**config.mk**
```make
export PLATFORM = sky130hd
export DESIGN_NAME = ysyx_25040129_scoreboard
export DESIGN_NICKNAME = d
export VERILOG_FILES = /design/src/rtl/ysyx_25040129_scoreboard.sv
export SDC_FILE = /design/constraint.sdc
export NUM_CORES = 1
export LEC_CHECK = 0
export BUFFER_PORTS_ARGS = -buffer_cell sky130_fd_sc_hd__buf_2
export CORE_UTILIZATION = 55
export CTS_BUF_LIST = sky130_fd_sc_hd__clkbuf_4
export CTS_CLUSTER_DIAMETER = 100
export CTS_CLUSTER_SIZE = 24
export DETAILED_ROUTE_END_ITERATION = 8
export PLACE_DENSITY = 0.86
export SLEW_MARGIN = 15
export SYNTH_ARGS = -nofsm -noshare
export SYNTH_HDL_FRONTEND = slang
export SYNTH_SLANG_ARGS = --single-unit
```
**constraint.sdc**
```tcl
create_clock -name clk -period 3.2 [get_ports clk]
set_input_delay 0.48 -clock clk [delete_from_list [all_inputs] [get_ports clk]]
set_output_delay 0.48 -clock clk [all_outputs]
set_load 0.01 [all_outputs]
```
**src/rtl/ysyx_25040129_scoreboard.sv**
```systemverilog
// Write scoreboard between decode and EXU: tracks in-flight GPR/CSR writes with saturating counters.
// Latency: counter updates are visible on busy/stall the cycle after the issue/retire edge.
// Backpressure: issue_ready drops (stall) on an unforwarded hazard, a saturated counter or a full in-flight cap.
module ysyx_25040129_scoreboard #(
   parameter int NREG         = 32,
   parameter int REG_W        = 5,
   parameter int NCSR         = 8,
   parameter int CSR_W        = 3,
   parameter int CNT_W        = 2,
   parameter int MAX_INFLIGHT = 4
) (
   input  logic             clk,
   input  logic             rst_n,
   input  logic             issue_valid,
   output logic             issue_ready,
   input  logic             issue_rd_we,
   input  logic [REG_W-1:0] issue_rd,
   input  logic             issue_csr_we,
   input  logic [CSR_W-1:0] issue_csr,
   input  logic [REG_W-1:0] rs1,
   input  logic             rs1_used,
   input  logic             rs1_fwd_ok,
   input  logic [REG_W-1:0] rs2,
   input  logic             rs2_used,
   input  logic             rs2_fwd_ok,
   input  logic [CSR_W-1:0] csr_rd,
   input  logic             csr_used,
   input  logic             retire_valid,
   input  logic             retire_rd_we,
   input  logic [REG_W-1:0] retire_rd,
   input  logic             retire_csr_we,
   input  logic [CSR_W-1:0] retire_csr,
   input  logic             flush,
   output logic             stall,
   output logic             rs1_busy,
   output logic             rs2_busy,
   output logic             csr_busy,
   output logic [2:0]       inflight,
   output logic             err
);

   localparam int               IF_W    = 3;
   localparam logic [CNT_W-1:0] CNT_MAX = '1;
   localparam logic [CNT_W-1:0] CNT_ONE = CNT_W'(1);

   logic [CNT_W-1:0] gcnt [NREG];
   logic [CNT_W-1:0] ccnt [NCSR];

   logic rd_sat;
   logic csr_sat;
   logic cap_hit;
   logic fire;
   logic g_inc;
   logic c_inc;
   logic g_ret;
   logic c_ret;
   logic g_dec;
   logic c_dec;
   logic err_set;
   logic [IF_W-1:0] inflight_nxt;

   // Busy flags look only at registered counters; a retire this cycle does not unblock until next cycle.
   assign rs1_busy = rs1_used & (rs1 != '0) & (gcnt[rs1] != '0);
   assign rs2_busy = rs2_used & (rs2 != '0) & (gcnt[rs2] != '0);
   assign csr_busy = csr_used & (ccnt[csr_rd] != '0);

   assign rd_sat  = issue_rd_we & (issue_rd != '0) & (gcnt[issue_rd] == CNT_MAX);
   assign csr_sat = issue_csr_we & (ccnt[issue_csr] == CNT_MAX);
   // A dual-write issue at cap-1 may overshoot by one; >= keeps the cap closed from there on.
   assign cap_hit = (inflight >= IF_W'(MAX_INFLIGHT)) & (issue_rd_we | issue_csr_we);

   assign stall = (rs1_busy & ~rs1_fwd_ok)
                | (rs2_busy & ~rs2_fwd_ok)
                | csr_busy
                | rd_sat
                | csr_sat
                | cap_hit;

   assign issue_ready = ~stall;
   assign fire        = issue_valid & issue_ready;

   assign g_inc = fire & issue_rd_we & (issue_rd != '0);
   assign c_inc = fire & issue_csr_we;
   assign g_ret = retire_valid & retire_rd_we & (retire_rd != '0);
   assign c_ret = retire_valid & retire_csr_we;

   // A retire against an empty counter is a protocol error and must not underflow it.
   assign g_dec = g_ret & (gcnt[retire_rd] != '0);
   assign c_dec = c_ret & (ccnt[retire_csr] != '0);

   assign err_set = (g_ret & ~g_dec) | (c_ret & ~c_dec);

   assign inflight_nxt = inflight + IF_W'(g_inc) + IF_W'(c_inc)
                       - IF_W'(g_dec) - IF_W'(c_dec);

   always_ff @(posedge clk or negedge rst_n) begin
      if (!rst_n) begin
         for (int i = 0; i < NREG; i++) gcnt[i] <= '0;
         for (int i = 0; i < NCSR; i++) ccnt[i] <= '0;
      end else if (flush) begin
         for (int i = 0; i < NREG; i++) gcnt[i] <= '0;
         for (int i = 0; i < NCSR; i++) ccnt[i] <= '0;
      end else begin
         for (int i = 0; i < NREG; i++) begin
            if (g_inc && (issue_rd == REG_W'(i)) && !(g_dec && (retire_rd == REG_W'(i))))
               gcnt[i] <= gcnt[i] + CNT_ONE;
            else if (g_dec && (retire_rd == REG_W'(i)) && !(g_inc && (issue_rd == REG_W'(i))))
               gcnt[i] <= gcnt[i] - CNT_ONE;
         end
         for (int i = 0; i < NCSR; i++) begin
            if (c_inc && (issue_csr == CSR_W'(i)) && !(c_dec && (retire_csr == CSR_W'(i))))
               ccnt[i] <= ccnt[i] + CNT_ONE;
            else if (c_dec && (retire_csr == CSR_W'(i)) && !(c_inc && (issue_csr == CSR_W'(i))))
               ccnt[i] <= ccnt[i] - CNT_ONE;
         end
      end
   end

   always_ff @(posedge clk or negedge rst_n) begin
      if (!rst_n) begin
         inflight <= '0;
         err      <= 1'b0;
      end else if (flush) begin
         inflight <= '0;
      end else begin
         inflight <= inflight_nxt;
         if (err_set) err <= 1'b1;
      end
   end

endmodule

```
==> metrics.yaml, run 1 <==
htree_levels: 3
crit_type: "reg2reg"
p_leak_nw: 3.61
fillCellCount: 829
fmax_mhz: 306
cts_buffers: 9
p_total_w: 0.00225
min_path_type: "in2async"
viasPerCell: 6.52
core-area_um2: 12100
ys_ff_latch: 84
max_cap_violations: 0
endpoint_kind: "flip-flop"
fin_setup_tns_ps: -133
cts.sinks: 84
area_growth_pct: 28.9
drt_iter0_drc: 992
fp.dieW_um: 113
fin_cells: 1173
post-route-min-period_ps: 3270
wl_per_cell_um: 20.0
ys_seq_area_share_pct: 30.8
crit_arrival_ps: 3630
n_antenna_cell: 0
fin_area_um2: 8780
power.density_nw_per_um2: 256
gp_congestion: 1.04
ys_async_sr_fraction_pct: 100
synth.avg_cell_area_um2: 8.49
place_inst: 1146
cp-start-kind: "flip-flop"
grt_pass1_vias: 7380
portBuffers: 51
dp_hpwl_mm: 17.5
setup_viol: 2
ios: 52
die_height_um: 113
cts.reportedPaths.clkPinSlew_ps: 140
drive_gt1_share_pct: 32.7
via_count: 7649
timing.final.max_slew_violations: 0
relSlewSlack_pct: 52.4
postRouteAntennaNets: 0
clk_latency_ps: 480
synthCells: 803
period_share_pct: 102
layout_setup_ws_ps: -68.6
syn-cell-area_um2: 6820
cts_tree: "yes"
finalNetCount: 1047
required_ps: 3560
worst_pin_slew_ps: 714
initial_core_util_pct: 56.5
max-clock-path-buffers: 2
ir_drop_mv: 0.183
cts_root_buf: "clkbuf_4"
synthFlopType: "dfrtp_1"
finalHoldViolCount: 0
firstDrtPassIters: 5
grt_start_max_net_pins: 54
drc: 0
grt_setup_unrepaired: "yes"
std_cell_rows: 40
fin_skew_ps: 19.0
synth_cell_types: 74
synth_edf_count: 0
outcome: "complete, but fails checks"
wl_mm: 23.5
hold_ws_ps: 25.6
grt_pass1_wl_mm: 37.6
dieArea_um2: 12800
ys_warn_count: 0
violations: "setup timing"
grt-ovfl-total: 0
synth_fp_nets: 850
path_max_fanout: 2
grt_antenna_before_repair: 0
grt_use_total_pct: 38.1
dpl-instance-area_um2: 8380
metal layers:
metal / track usage (%) / share of wire [%] / vias to the layer above / wire, µm
li1: - / - / 3346 / -
met1: 47.2 / 37 / 3597 / 8590
met2: 61.0 / 45 / 563 / 10600
met3: 9.27 / 12 / 143 / 2730
met4: 21.6 / 6.6 / 0 / 1550
met5: 0 / 0 / - / 0
synth_stat cells (4+ instances only):
library cell / number / area share [%]
a31oi_1: 13 / 1.2
nor4b_1: 5 / 0.64
inv_1: 22 / 1.2
nor4_1: 33 / 3.0
nand2b_1: 11 / 1.0
buf_4: 6 / 0.66
buf_2: 11 / 0.81
nor2b_1: 20 / 1.8
o31ai_1: 14 / 1.5
o21ai_0: 41 / 3.0
a21oi_1: 41 / 3.0
xor2_1: 19 / 2.4
nand4_1: 20 / 1.8
nor2_1: 106 / 5.8
or3_1: 15 / 1.4
nand3b_1: 4 / 0.44
clkbuf_1: 20 / 1.1
o211ai_1: 5 / 0.55
nor3_1: 38 / 2.8
or2_2: 5 / 0.46
mux4_2: 25 / 8.3
xnor2_1: 51 / 6.6
nand2_1: 53 / 2.9
and2_1: 14 / 1.3
nor4_2: 6 / 1.1
dfrtp_1: 84 / 31
nand3_1: 47 / 3.5
metrics by stage:
step	utilization [%]	setup WS [ps]
detailed placement	69.5	-453
global placement	69.5	-345
floorplan	-	-376
finish	72.8	-68.6
CTS	72.0	-39.1
global route	72.8	-125
cell type report:
class	instances	area, µm²	share of cell area, %
multi-input cells	654	4630	52.7
flip-flops and latches	84	2100	23.9
inverters	25	93.8	1.07
repair buffers	226	1620	18.4
clock buffers	10	75.1	0.855
clock inverters	6	55.1	0.627
well taps	168	210	2.39
cells by family after synthesis:
kind of cell	after synthesis	synth area share, %
AOI/OAI and AO/OA	154	15.4
xor gates and xnor gates	70	9.00
adders and majority gates	4	0.955
buffers and inverters	65	4.33
DFF	84	30.8
muxes	30	9.03
and+or+nand+nor	396	30.4
worst max-delay path: stages, from the launching register on:
cell and delay, ps:
dfrtp_1 420, nor2_4 60, mux4_2 470, mux2_4 290
o221ai_4 200, and2_4 180, o21bai_4 120, nand2b_1 110
fa_1 560, inv_2 40, fa_2 330, inv_2 70
ha_4 190, nor2b_4 110
worst paths after layout:
kind,start,to,slack (ps),cells after the start
max,gcnt[8]$_DFFE_PN0P_,inflight[1]$_DFF_PN0_,-70,13
min,rst_n,ccnt[13]$_DFFE_PN0P_,30,1
max reg2reg,gcnt[8]$_DFFE_PN0P_,inflight[1]$_DFF_PN0_,-70,13
min reg2reg,err$_DFFE_PN0P_,err$_DFFE_PN0P_,470,1
max in group asynchronous,rst_n,gcnt[31]$_DFFE_PN0P_,2410,2
min in group clk,retire_csr[0],ccnt[15]$_DFFE_PN0P_,410,3
report_power, final:
| part | internal, W | total (W) | switching, W |
|---|---|---|---|
| Combinational | 0.000218 | 0.000542 | 0.000324 |
| Clock | 0.000239 | 0.000628 | 0.000389 |
| Sequential | 0.00107 | 0.00108 | 0.00000836 |
| Total | 0.00153 | 0.00225 | 0.000721 |
flip-flops by register name, summed over array words and instances (netlist names):
| register | cells |
|---|---|
| ccnt | 16 |
| err | 1 |
| inflight | 3 |
| gcnt | 64 |
repair_timing:
item | CTS | global route
setup endpoints to repair | 5 | 31
pin swaps | 9 | 7
hold buffers | 0 | 0
gates resized for setup | 23 | 18
buffers inserted | 9 | 3
placed cells by master (no fill, tap or decap), types with 9 or more instances in the layout:
master	n
buf_4	171
nor2_1	94
dfrtp_1	84
nand2_1	53
xnor2_1	50
buf_2	50
nand3_1	47
o21ai_0	41
a21oi_1	40
nor3_1	35
nor4_1	30
mux4_2	25
inv_1	20
nand4_1	20
nor2b_1	19
xor2_1	19
o31ai_1	14
or3_1	14
a31oi_1	13
and2_1	13
nand2b_1	11
nor2_2	10
clkbuf_4	10
nor4_2	9
Power figures use the tool's default switching activity.
==> run 2, diff against run 1 <==
Settings changed: ABC_AREA set to 1, PLACE_DENSITY 0.86 to 0.85.
==> metrics.yaml, run 2 <==
outcome: "complete, but fails checks"
violations: "DRC"
gp_congestion: 1.03  # -1.7%
fp.dieW_um: 126  # +12%
max-clock-path-buffers: 2  # unchanged
cp-start-kind: "flip-flop"
synth_most_common_cell: "nand2_1"
mostFrequentLayoutCells: "nand2_1 (520), inv_1 (189), nand3_1 (189)"
ir_drop_mv: 0.212  # +16%
endpoint_kind: "flip-flop"
fmax_mhz: 326  # +6.4%
dieArea_um2: 16000  # +25%
ff2ff_setup_slack_ps: 130  # +200 ps
min_path_type: "in2reg"
grt_pass1_wl_mm: 46.8  # +24%
synthCells: 1457  # +81%
ys_ff_latch: 84  # unchanged
path_common_cell: "nand2_1"
die_height_um: 126  # +12%
timing.final.max_slew_violations: 0  # unchanged
synth_top_area_share_pct: 24.7  # -6.2 points
viasPerCell: 5.84  # -10%
synth_fp_nets: 1504  # +77%
cts_root_buf: "clkbuf_4"
regMostFlops: "gcnt"
r2r-end: "inflight[2]$_DFF_PN0_"
synth.avg_cell_area_um2: 5.85  # -31%
postRouteAntennaNets: 0  # unchanged
power.density_nw_per_um2: 376  # +47%
ys_warn_count: 0  # unchanged
grt_pass1_vias: 8909  # +21%
ios: 52  # unchanged
fin_skew_ps: 41.6  # +22.6 ps
wl_mm: 29.1  # +24%
area_growth_pct: 11.9
post-route-min-period_ps: 3070  # -198 ps
cts.reportedPaths.clkPinSlew_ps: 150  # about the same
r2r_start: "gcnt[58]$_DFFE_PN0P_"
slowest_delay_ps: 470  # -90 ps
setup_viol: 0  # -2
dpl-instance-area_um2: 9220  # +10%
finalHoldViolCount: 0  # unchanged
holdPathStages: 4
p_total_w: 0.00359  # +59%
period_share_pct: 96.0  # -6.2 points
cp_top_family: "adder cells"
grt_start_max_net_pins: 85  # +57%
clk_latency_ps: 520  # +40 ps
place_inst: 1704  # +49%
yosys.area.top_type: "dfrtp_1"
cts_tree: "yes"
grt_antenna_before_repair: 1  # +1
firstDrtPassIters: 9  # +4
cts_buffers: 9  # unchanged
final_common_cell: "nand2_1"
fin_area_um2: 9540  # +8.6%
via_count: 10111  # +32%
hold-path-endpoint: "ccnt[7]$_DFFE_PN0P_"
ys_top_cells_by_count: "nand2_1 (526), inv_1 (191), nand3_1 (191), nor2_1 (130), dfrtp_1 (84)"
dp_hpwl_mm: 22.4  # +28%
path_cells: "inv_1 -> o21ai_1 -> nand2_1 -> nand2_1 -> nand2_1 -> nand2_1 -> inv_2 -> nand2_1 -> nand3_1 -> nand2_2 -> a21oi_4 -> nand4_4 -> nor2_8 -> fa_1 -> inv_1 -> fa_1 -> inv_1 -> ha_1 -> xor2_1 -> nor2_1"
core-area_um2: 15100  # +26%
drc: 2  # +2
crit_type: "reg2reg"
worst_pin_slew_ps: 592  # -122 ps
largest_register_ffs: 64  # unchanged
critPathSlowestCell: "fa_1"
path_max_fanout: 3  # +1
crit_arrival_ps: 3460  # -170 ps
grt-ovfl-total: 0  # unchanged
fin_setup_tns_ps: 0  # +133 ps
std_cell_rows: 45  # +13%
max_cap_violations: 0  # unchanged
ys_seq_area_share_pct: 24.7  # -6.2 points
yosys-top-cells-area: "dfrtp_1 (25%), nand2_1 (23%), nand3_1 (11%)"
required_ps: 3590  # +30 ps
relSlewSlack_pct: 60.2  # +7.8 points
synth_edf_count: 0  # unchanged
drt_iter0_drc: 1205  # +21%
initial_core_util_pct: 56.3  # -0.24 points
syn-cell-area_um2: 8520  # +25%
portBuffers: 51  # unchanged
synthFlopType: "dfrtp_1"
ys_async_sr_fraction_pct: 100  # unchanged
fin_cells: 1731  # +48%
synth_cell_types: 45  # -39%
min-delay-start: "issue_csr[2]"
reg_top3: "gcnt x64, ccnt x16, inflight x3"
r2r.worst_path.cells: 20  # +7
wl_per_cell_um: 16.8  # -16%
finalNetCount: 1584  # +51%
htree_levels: 3  # unchanged
grt_use_total_pct: 37.5  # -0.57 points
cp.buffers_inverters: 4  # +2
p_leak_nw: 5.05  # +40%
cts.sinks: 84  # unchanged
drive_gt1_share_pct: 13.6  # -19 points
run 2: changes by cell type after synthesis, moves of 38 or more:
cell	change
nand4_1	+58
nand3_1	+144
xnor2_1	-47
nand2_1	+473
inv_1	+169
o21ai_1	+38
run 2: cells by family (layout without fill, tap and decap cells):
family	Yosys count	after routing	share of synthesized area (%)
other cells	0	2	0
flops	84	84	24.7
fa+ha+maj	4	4	0.763
xor+xnor	11	11	1.13
buf+inv	250	334	12.2
simple gates	981	981	51.0
compound gates	127	127	10.2
run 2: final cells by class:
| cell class | count | area, µm² |
|---|---|---|
| diodes | 2 | 5.00 |
| clock buffers | 10 | 75.1 |
| flip-flops and latches | 84 | 2110 |
| clock inverters | 5 | 85.1 |
| repair buffers | 118 | 830 |
| fillers | 1468 | 5610 |
| well taps | 188 | 235 |
| inverters | 201 | 758 |
| multi-input cells | 1123 | 5440 |
run 2: worst max path at each step:
stage,from,endpoint,slack (ps),cells after the start
2_1_floorplan,rs2[0],inflight[2]$_DFF_PN0_,8,19
3_3_place_gp,issue_rd[0],inflight[2]$_DFF_PN0_,-20,22
3_5_place_dp,rs2[0],inflight[2]$_DFF_PN0_,-90,18
4_1_cts,gcnt[34]$_DFFE_PN0P_,inflight[2]$_DFF_PN0_,50,18
5_1_grt,gcnt[33]$_DFFE_PN0P_,inflight[2]$_DFF_PN0_,-20,17
6_report,gcnt[58]$_DFFE_PN0P_,inflight[2]$_DFF_PN0_,130,20
run 2: layer usage:
metal	routed length, µm	vias up	GRT usage, %
li1	-	4882	-
met4	1590	0	20.6
met3	2770	118	7.25
met5	0	-	0
met2	13100	541	59.8
met1	11700	4570	48.0
run 2: metrics by stage:
stage	util (%)	setup slack, ps	hold WS (ps)
final	63.0	129	390
after global routing	63.0	-19.7	401
after CTS	62.1	51.0	362
after detailed placement	60.9	-87.0	457
after global placement	60.9	-17.2	436
after floorplan	-	7.59	184
run 2: what timing repair did:
item | 4_1_cts | 5_1_grt
hold buffers | 1 | 0
hold endpoints to repair | 37 | 0
gates cloned | 0 | 0
pin swaps | 0 | 2
setup endpoints to repair | 7 | 70
resized for setup | 2 | 28
setup buffers | 0 | 9
run 2: tightest hold or removal path: cells and delay by family:
| kind | cells | cell delay [ps] |
|---|---|---|
| buffers and inverters | 1 | 160 |
| AND/OR/NAND/NOR | 3 | 210 |
run 2: power breakdown:
part	internal [W]	total (W)	leakage, nW	switching, W
clock network	0.000327	0.000761	0.0835	0.000434
logic	0.000517	0.00148	3.88	0.000961
registers	0.00119	0.00135	1.08	0.000156
